File: src/rtl/cache_arb_pkg.sv
// rtl/cache_arb_pkg.sv - shared state encodings, grant IDs and widths for the cache arbiter
package cache_arb_pkg;

    typedef enum logic [1:0] {
        ST_IDLE     = 2'd0,
        ST_BUSY_IF  = 2'd1,
        ST_BUSY_MEM = 2'd2,
        ST_DONE     = 2'd3
    } state_e;

    localparam logic GNT_IF  = 1'b0;
    localparam logic GNT_MEM = 1'b1;

    localparam int STARVE_W = 3;

endpackage

File: src/rtl/cache_arb_pick.sv
// rtl/cache_arb_pick.sv - combinational winner select between IF and MEM requests
//
// Purpose: picks which requester owns the next core transaction. Holds no state;
//          the round-robin pointer / starve flag live in cache_arbiter.
// Ports:
//   if_req, mem_req   pending requests
//   last_gnt          (CACHE_ARB_RR_EN) ID of the requester granted last
//   if_starved        (default build) IF has waited through STARVE_MAX MEM grants
//   gnt_valid         at least one request pending
//   gnt_id            winner, GNT_IF or GNT_MEM
// Configuration: CACHE_ARB_RR_EN selects round-robin tie breaking.
module cache_arb_pick
    import cache_arb_pkg::*;
(
    input  logic if_req,
    input  logic mem_req,
`ifdef CACHE_ARB_RR_EN
    input  logic last_gnt,
`else
    input  logic if_starved,
`endif
    output logic gnt_valid,
    output logic gnt_id
);

    always_comb begin
        gnt_valid = if_req | mem_req;
        gnt_id    = GNT_IF;
        if (if_req && mem_req) begin
`ifdef CACHE_ARB_RR_EN
            gnt_id = ~last_gnt;
`else
            gnt_id = if_starved ? GNT_IF : GNT_MEM;
`endif
        end else if (mem_req) begin
            gnt_id = GNT_MEM;
        end
    end

endmodule

File: src/rtl/cache_arbiter.sv
// rtl/cache_arbiter.sv - shares one cache core port between IF (read-only) and MEM (read/write)
//
// Purpose: registers the granted request, drives the core's level-req / pulse-ack
//          handshake (one transaction in flight) and returns read data as a
//          one-cycle ack pulse to the requester.
// Ports:
//   clk, rst                      clock; synchronous active-low reset
//   i_if_req/addr/bytes           IF read request, held until o_if_ack
//   o_if_rdata, o_if_ack          IF read data and completion pulse
//   i_mem_req/op/addr/wdata/bytes MEM request (op 0 read, 1 write), held until o_mem_ack
//   o_mem_rdata, o_mem_ack        MEM read data and completion pulse
//   o_core_req/op/addr/wdata/bytes  request to cache core, held until i_core_ack
//   i_core_rdata, i_core_ack      cache core response
// Configuration: CACHE_ARB_RR_EN selects round-robin arbitration; otherwise MEM
//                has priority with STARVE_MAX anti-starvation for IF.
module cache_arbiter
    import cache_arb_pkg::*;
#(
    parameter int STARVE_MAX = 4
)
(
    input  logic        clk,
    input  logic        rst,
    input  logic        i_if_req,
    input  logic [63:0] i_if_addr,
    input  logic [2:0]  i_if_bytes,
    output logic [63:0] o_if_rdata,
    output logic        o_if_ack,
    input  logic        i_mem_req,
    input  logic        i_mem_op,
    input  logic [63:0] i_mem_addr,
    input  logic [63:0] i_mem_wdata,
    input  logic [2:0]  i_mem_bytes,
    output logic [63:0] o_mem_rdata,
    output logic        o_mem_ack,
    output logic        o_core_req,
    output logic        o_core_op,
    output logic [63:0] o_core_addr,
    output logic [63:0] o_core_wdata,
    output logic [2:0]  o_core_bytes,
    input  logic [63:0] i_core_rdata,
    input  logic        i_core_ack
);

    state_e      state_q, state_d;
    logic        core_req_q, core_req_d;
    logic        core_op_q, core_op_d;
    logic [63:0] core_addr_q, core_addr_d;
    logic [63:0] core_wdata_q, core_wdata_d;
    logic [2:0]  core_bytes_q, core_bytes_d;
    logic [63:0] if_rdata_q, if_rdata_d;
    logic        if_ack_q, if_ack_d;
    logic [63:0] mem_rdata_q, mem_rdata_d;
    logic        mem_ack_q, mem_ack_d;

    logic gnt_valid;
    logic gnt_id;
    logic grant_fire;

    // Requests are only looked at in IDLE; BUSY and DONE let them wait.
    assign grant_fire = (state_q == ST_IDLE) && gnt_valid;

`ifdef CACHE_ARB_RR_EN
    logic last_gnt_q, last_gnt_d;

    cache_arb_pick u_pick (
        .if_req    (i_if_req),
        .mem_req   (i_mem_req),
        .last_gnt  (last_gnt_q),
        .gnt_valid (gnt_valid),
        .gnt_id    (gnt_id)
    );

    always_comb begin
        last_gnt_d = last_gnt_q;
        if (grant_fire) begin
            last_gnt_d = gnt_id;
        end
    end
`else
    logic [STARVE_W-1:0] starve_cnt_q, starve_cnt_d;
    logic                if_starved;

    assign if_starved = (starve_cnt_q >= STARVE_W'(STARVE_MAX));

    cache_arb_pick u_pick (
        .if_req     (i_if_req),
        .mem_req    (i_mem_req),
        .if_starved (if_starved),
        .gnt_valid  (gnt_valid),
        .gnt_id     (gnt_id)
    );

    // Counts MEM grants taken while IF sits waiting; saturates so it cannot
    // wrap back below the threshold.
    always_comb begin
        starve_cnt_d = starve_cnt_q;
        if (!i_if_req) begin
            starve_cnt_d = '0;
        end else if (grant_fire && (gnt_id == GNT_IF)) begin
            starve_cnt_d = '0;
        end else if (grant_fire && (starve_cnt_q != {STARVE_W{1'b1}})) begin
            starve_cnt_d = starve_cnt_q + 1'b1;
        end
    end
`endif

    always_comb begin
        state_d      = state_q;
        core_req_d   = core_req_q;
        core_op_d    = core_op_q;
        core_addr_d  = core_addr_q;
        core_wdata_d = core_wdata_q;
        core_bytes_d = core_bytes_q;
        if_rdata_d   = if_rdata_q;
        mem_rdata_d  = mem_rdata_q;
        if_ack_d     = 1'b0;
        mem_ack_d    = 1'b0;

        case (state_q)
            ST_IDLE: begin
                if (grant_fire) begin
                    core_req_d = 1'b1;
                    if (gnt_id == GNT_MEM) begin
                        state_d      = ST_BUSY_MEM;
                        core_op_d    = i_mem_op;
                        core_addr_d  = i_mem_addr;
                        core_wdata_d = i_mem_wdata;
                        core_bytes_d = i_mem_bytes;
                    end else begin
                        // IF is read-only: never let stale write fields reach the core.
                        state_d      = ST_BUSY_IF;
                        core_op_d    = 1'b0;
                        core_addr_d  = i_if_addr;
                        core_wdata_d = '0;
                        core_bytes_d = i_if_bytes;
                    end
                end
            end
            ST_BUSY_IF: begin
                if (i_core_ack) begin
                    core_req_d = 1'b0;
                    if_rdata_d = i_core_rdata;
                    if_ack_d   = 1'b1;
                    state_d    = ST_DONE;
                end
            end
            ST_BUSY_MEM: begin
                if (i_core_ack) begin
                    core_req_d = 1'b0;
                    // Writes return nothing useful; keep the last read data visible.
                    if (!core_op_q) begin
                        mem_rdata_d = i_core_rdata;
                    end
                    mem_ack_d = 1'b1;
                    state_d   = ST_DONE;
                end
            end
            ST_DONE: begin
                // Gives the requester the ack cycle to drop or change its request.
                state_d = ST_IDLE;
            end
            default: begin
                state_d = ST_IDLE;
            end
        endcase
    end

    always_ff @(posedge clk) begin
        if (!rst) begin
            state_q      <= ST_IDLE;
            core_req_q   <= 1'b0;
            core_op_q    <= 1'b0;
            core_addr_q  <= '0;
            core_wdata_q <= '0;
            core_bytes_q <= '0;
            if_rdata_q   <= '0;
            if_ack_q     <= 1'b0;
            mem_rdata_q  <= '0;
            mem_ack_q    <= 1'b0;
`ifdef CACHE_ARB_RR_EN
            last_gnt_q   <= GNT_IF;
`else
            starve_cnt_q <= '0;
`endif
        end else begin
            state_q      <= state_d;
            core_req_q   <= core_req_d;
            core_op_q    <= core_op_d;
            core_addr_q  <= core_addr_d;
            core_wdata_q <= core_wdata_d;
            core_bytes_q <= core_bytes_d;
            if_rdata_q   <= if_rdata_d;
            if_ack_q     <= if_ack_d;
            mem_rdata_q  <= mem_rdata_d;
            mem_ack_q    <= mem_ack_d;
`ifdef CACHE_ARB_RR_EN
            last_gnt_q   <= last_gnt_d;
`else
            starve_cnt_q <= starve_cnt_d;
`endif
        end
    end

    assign o_core_req   = core_req_q;
    assign o_core_op    = core_op_q;
    assign o_core_addr  = core_addr_q;
    assign o_core_wdata = core_wdata_q;
    assign o_core_bytes = core_bytes_q;
    assign o_if_rdata   = if_rdata_q;
    assign o_if_ack     = if_ack_q;
    assign o_mem_rdata  = mem_rdata_q;
    assign o_mem_ack    = mem_ack_q;

endmodule

File: config.mk
export PLATFORM = sky130hd
export DESIGN_NAME = cache_arbiter
export DESIGN_NICKNAME = d
export VERILOG_FILES = /design/src/rtl/cache_arb_pkg.sv /design/src/rtl/cache_arb_pick.sv /design/src/rtl/cache_arbiter.sv
export SDC_FILE = /design/constraint.sdc
export NUM_CORES = 1
export LEC_CHECK = 0
export CAP_MARGIN = 0
export CORE_AREA = 2 2 209 211
export DETAILED_ROUTE_END_ITERATION = 10
export DIE_AREA = 0 0 211 213
export GPL_TIMING_DRIVEN = 0
export HOLD_SLACK_MARGIN = 0.05
export SLEW_MARGIN = 10
export SYNTH_ARGS = -nofsm -noshare
export SYNTH_HDL_FRONTEND = slang
export SYNTH_SLANG_ARGS = --single-unit
export TNS_END_PERCENT = 5
File: constraint.sdc
create_clock -name clk -period 2.06 [get_ports clk]
set_input_delay 0.412 -clock clk [delete_from_list [all_inputs] [get_ports clk]]
set_output_delay 0.412 -clock clk [all_outputs]
set_load 0.005 [all_outputs]
==> results.yml <==
pwr:
  total_power_mw: 18.03
  peakVddDrop_v: 0.0005379
  switching_share_pct: 30.67
  leakage_nw: 6.210
  comb_power_share_pct: 32.0
  p_sw_mw: 5.529
  power.share.clock_pct: 31.7
  cellPowerDensity_nw_per_um2: 1078
  seq_power_share_pct: 36.4
  power.internal_mw: 12.50
yosys:
  synth_async_sr_flop_share_pct: 0
  synthDistinctLibCells: 28
  synth.avg_cell_area_um2: 9.042
  synth_warnings: 0
  yosys_most_used_dff: "dfxtp_1"
  synth_edf_count: 0
  syn-num-nets: 1341
  synthCells: 1066
  ys_ff_latch: 268
  syn_area_um2: 9639
  ys_seq_area_share_pct: 55.66
run:
  max_cap_viol_count: 0
critical_path:
  criticalPathCategory: "reg2reg"
  cp-start-kind: "flip-flop"
  critical_path_required_ns: 2.54
  end_kind: "flip-flop"
  worstPathMaxFanout: 11
  arrival_ns: 2.42
global_route:
  grt_max_degree: 15
  antenna_found_initial: 1
  grt_pass1_wl_um: 61270
  overflow: 0
  grt_usage_pct: 17.64
  grt_pass1_vias: 10207
clock_tree:
  clk_latency_ns: 0.56
  cts_sinks: 268
  cts.root.buffer_cell: "clkbuf_16"
  htree_num_levels: 1
  cts_buffers: 31
  clk_pin_slew_ns: 0.07
  hold_buffers: 0
  clock_path_buffers: 3
  cts_tree: "yes"
placement:
  place_congestion: 0.8886
  hpwl_um: 32090
  port-buffer-count: 530
  dpl_cell_area_um2: 15630
  preCtsSetupSlack_ns: -0.8595
timing:
  slew_headroom_pct: 60.14
  period_needed_ns: 1.941
  setup_ws_ns: 0.1189
  drv_slew: 0
  whs_ns: 0.4307
  tns_ns: 0
  final-setup-viol-count: 0
  worst_pin_slew_ns: 0.5979
  finalHoldViolations: 0
  timing.final.crit_share_pct: 94.23
  rsz0062_at_grt: "true"
  fin_skew_ns: 0.01112
  max_freq_ghz: 0.5152
drt:
  drcViolationCount: 0
  routed_wl_um: 42070
  via_count: 10382
  avgRoutedWirePerCell_um: 19.16
  drtPass1Iterations: 5
  viasPerCell: 4.728
  drtAntennaViolNets: 0
  drt_iter0_markers: 710
final_layout:
  fin_nets: 1900
  syn_to_final_growth_pct: 73.40
  drive_gt1_share_pct: 5.943
  stdcell_area_um2: 16710
floorplan:
  die_h_um: 213
  io_pins: 531
  num_rows: 76
  core_area_um2: 42700
  dieArea_um2: 44940
  initial_core_util_pct: 22.58
  die_x_um: 211
min_path:
  min_path_type: "in2reg"
status:
  status: "completed"
-- per-stage QoR --
step / cells / util [%]
floorplan: 1066 / -
global placement: 2142 / 36.60
detailed placement: 2142 / 36.60
CTS: 2196 / 39.11
global route: 2196 / 39.15
finish: 2196 / 39.15
-- kinds of logic (layout without fill, tap and decap cells) --
logic type	Yosys count	count (layout)	share of synthesized area [%]
compound gates	277	277	20.66
fa+ha+maj	7	7	0.9086
mux	2	2	0.2077
simple gates	405	405	17.82
buf+inv	107	690	4.738
other cells	0	1	0
flops	268	268	55.66
-- cell type report --
cell class / count / area [um^2]
inverters: 5 / 18.77
flip-flops and latches: 268 / 5365
clock buffers: 43 / 880.8
clock inverters: 14 / 175.2
diodes: 1 / 2.502
fillers: 4279 / 25980
plain buffers: 98 / 462.9
multi-input cells: 691 / 3821
well taps: 546 / 683.2
repair buffers: 530 / 5305
-- Yosys cell counts (4+ instances only) --
cell type	instances	area share [%]
buf_2	20	1.0
a21oi_1	133	6.9
nor2_1	68	2.6
buf_1	6	0.23
a221o_1	68	7.1
dfxtp_1	268	56
inv_1	4	0.16
and3_1	69	4.5
ha_1	7	0.91
nand2_1	258	10
a32oi_1	65	5.9
clkbuf_1	72	2.8
o21ai_0	5	0.26
buf_6	4	0.47
-- state kept, by name, indices dropped and copies added (netlist names) --
name          cells
starve_cnt_q      3
o_if_rdata       64
state_q           2
o_core_wdata     64
o_mem_ack         1
o_if_ack          1
o_core_bytes      3
o_mem_rdata      64
o_core_addr      64
o_core_op         1
o_core_req        1
-- worst max-delay path, stage by stage, from the launching register on --
cell	delay [ns]
dfxtp_1	0.39
inv_2	0.08
ha_1	0.21
nand2_1	0.40
clkbuf_1	0.46
nand2_1	0.14
a21oi_1	0.18
-- power by group through the flow --
stage	sequential, mW	combinational, mW	clock, mW
global route	6.65	6.24	6.04
finish	6.55	5.76	5.71
detailed placement	6.63	5.71	0
global placement	6.61	5.68	0
CTS	6.54	5.78	5.84
floorplan	6.65	2.33	0
-- timing repair --
item | in CTS | in global routing
setup buffers | 0 | 0
gates resized for setup | 17 | 15
hold endpoints to repair | 0 | 0
setup endpoints to repair | 238 | 216
-- worst paths after layout --
check / startpoint / to / slack [ns] / cells after the start
setup reg to reg: state_q[1] / o_if_rdata[16] / 0.12 / 6
hold reg to reg: o_mem_rdata[36] / o_mem_rdata[36] / 0.45 / 2
setup / recovery: state_q[1] / o_if_rdata[16] / 0.12 / 6
hold / removal: i_core_rdata[60] / o_if_rdata[60] / 0.43 / 3
-- routing by layer --
layer  track usage (%)  wire length [um]  vias up
met5                 0                 0        -
met4             6.241              1367        0
met3             4.662              3130       83
li1                  -                 -     4896
met1             21.47             17380     4985
met2             30.01             20190      418
-- cell usage in the layout, fill, tap and decap left out, types with 5 or more instances in the layout --
| cell type | count |
|---|---|
| clkdlybuf4s50_1 | 530 |
| dfxtp_1 | 268 |
| nand2_1 | 258 |
| a21oi_1 | 133 |
| and3_1 | 69 |
| a221o_1 | 68 |
| nor2_1 | 67 |
| a32oi_1 | 65 |
| clkbuf_1 | 59 |
| clkbuf_16 | 31 |
| buf_2 | 14 |
| clkbuf_2 | 14 |
| clkinv_2 | 8 |
| ha_1 | 7 |
| clkbuf_8 | 6 |
| clkbuf_4 | 5 |
| o21ai_0 | 5 |
| buf_1 | 5 |
Note: power is estimated with default switching activity, not from simulation.
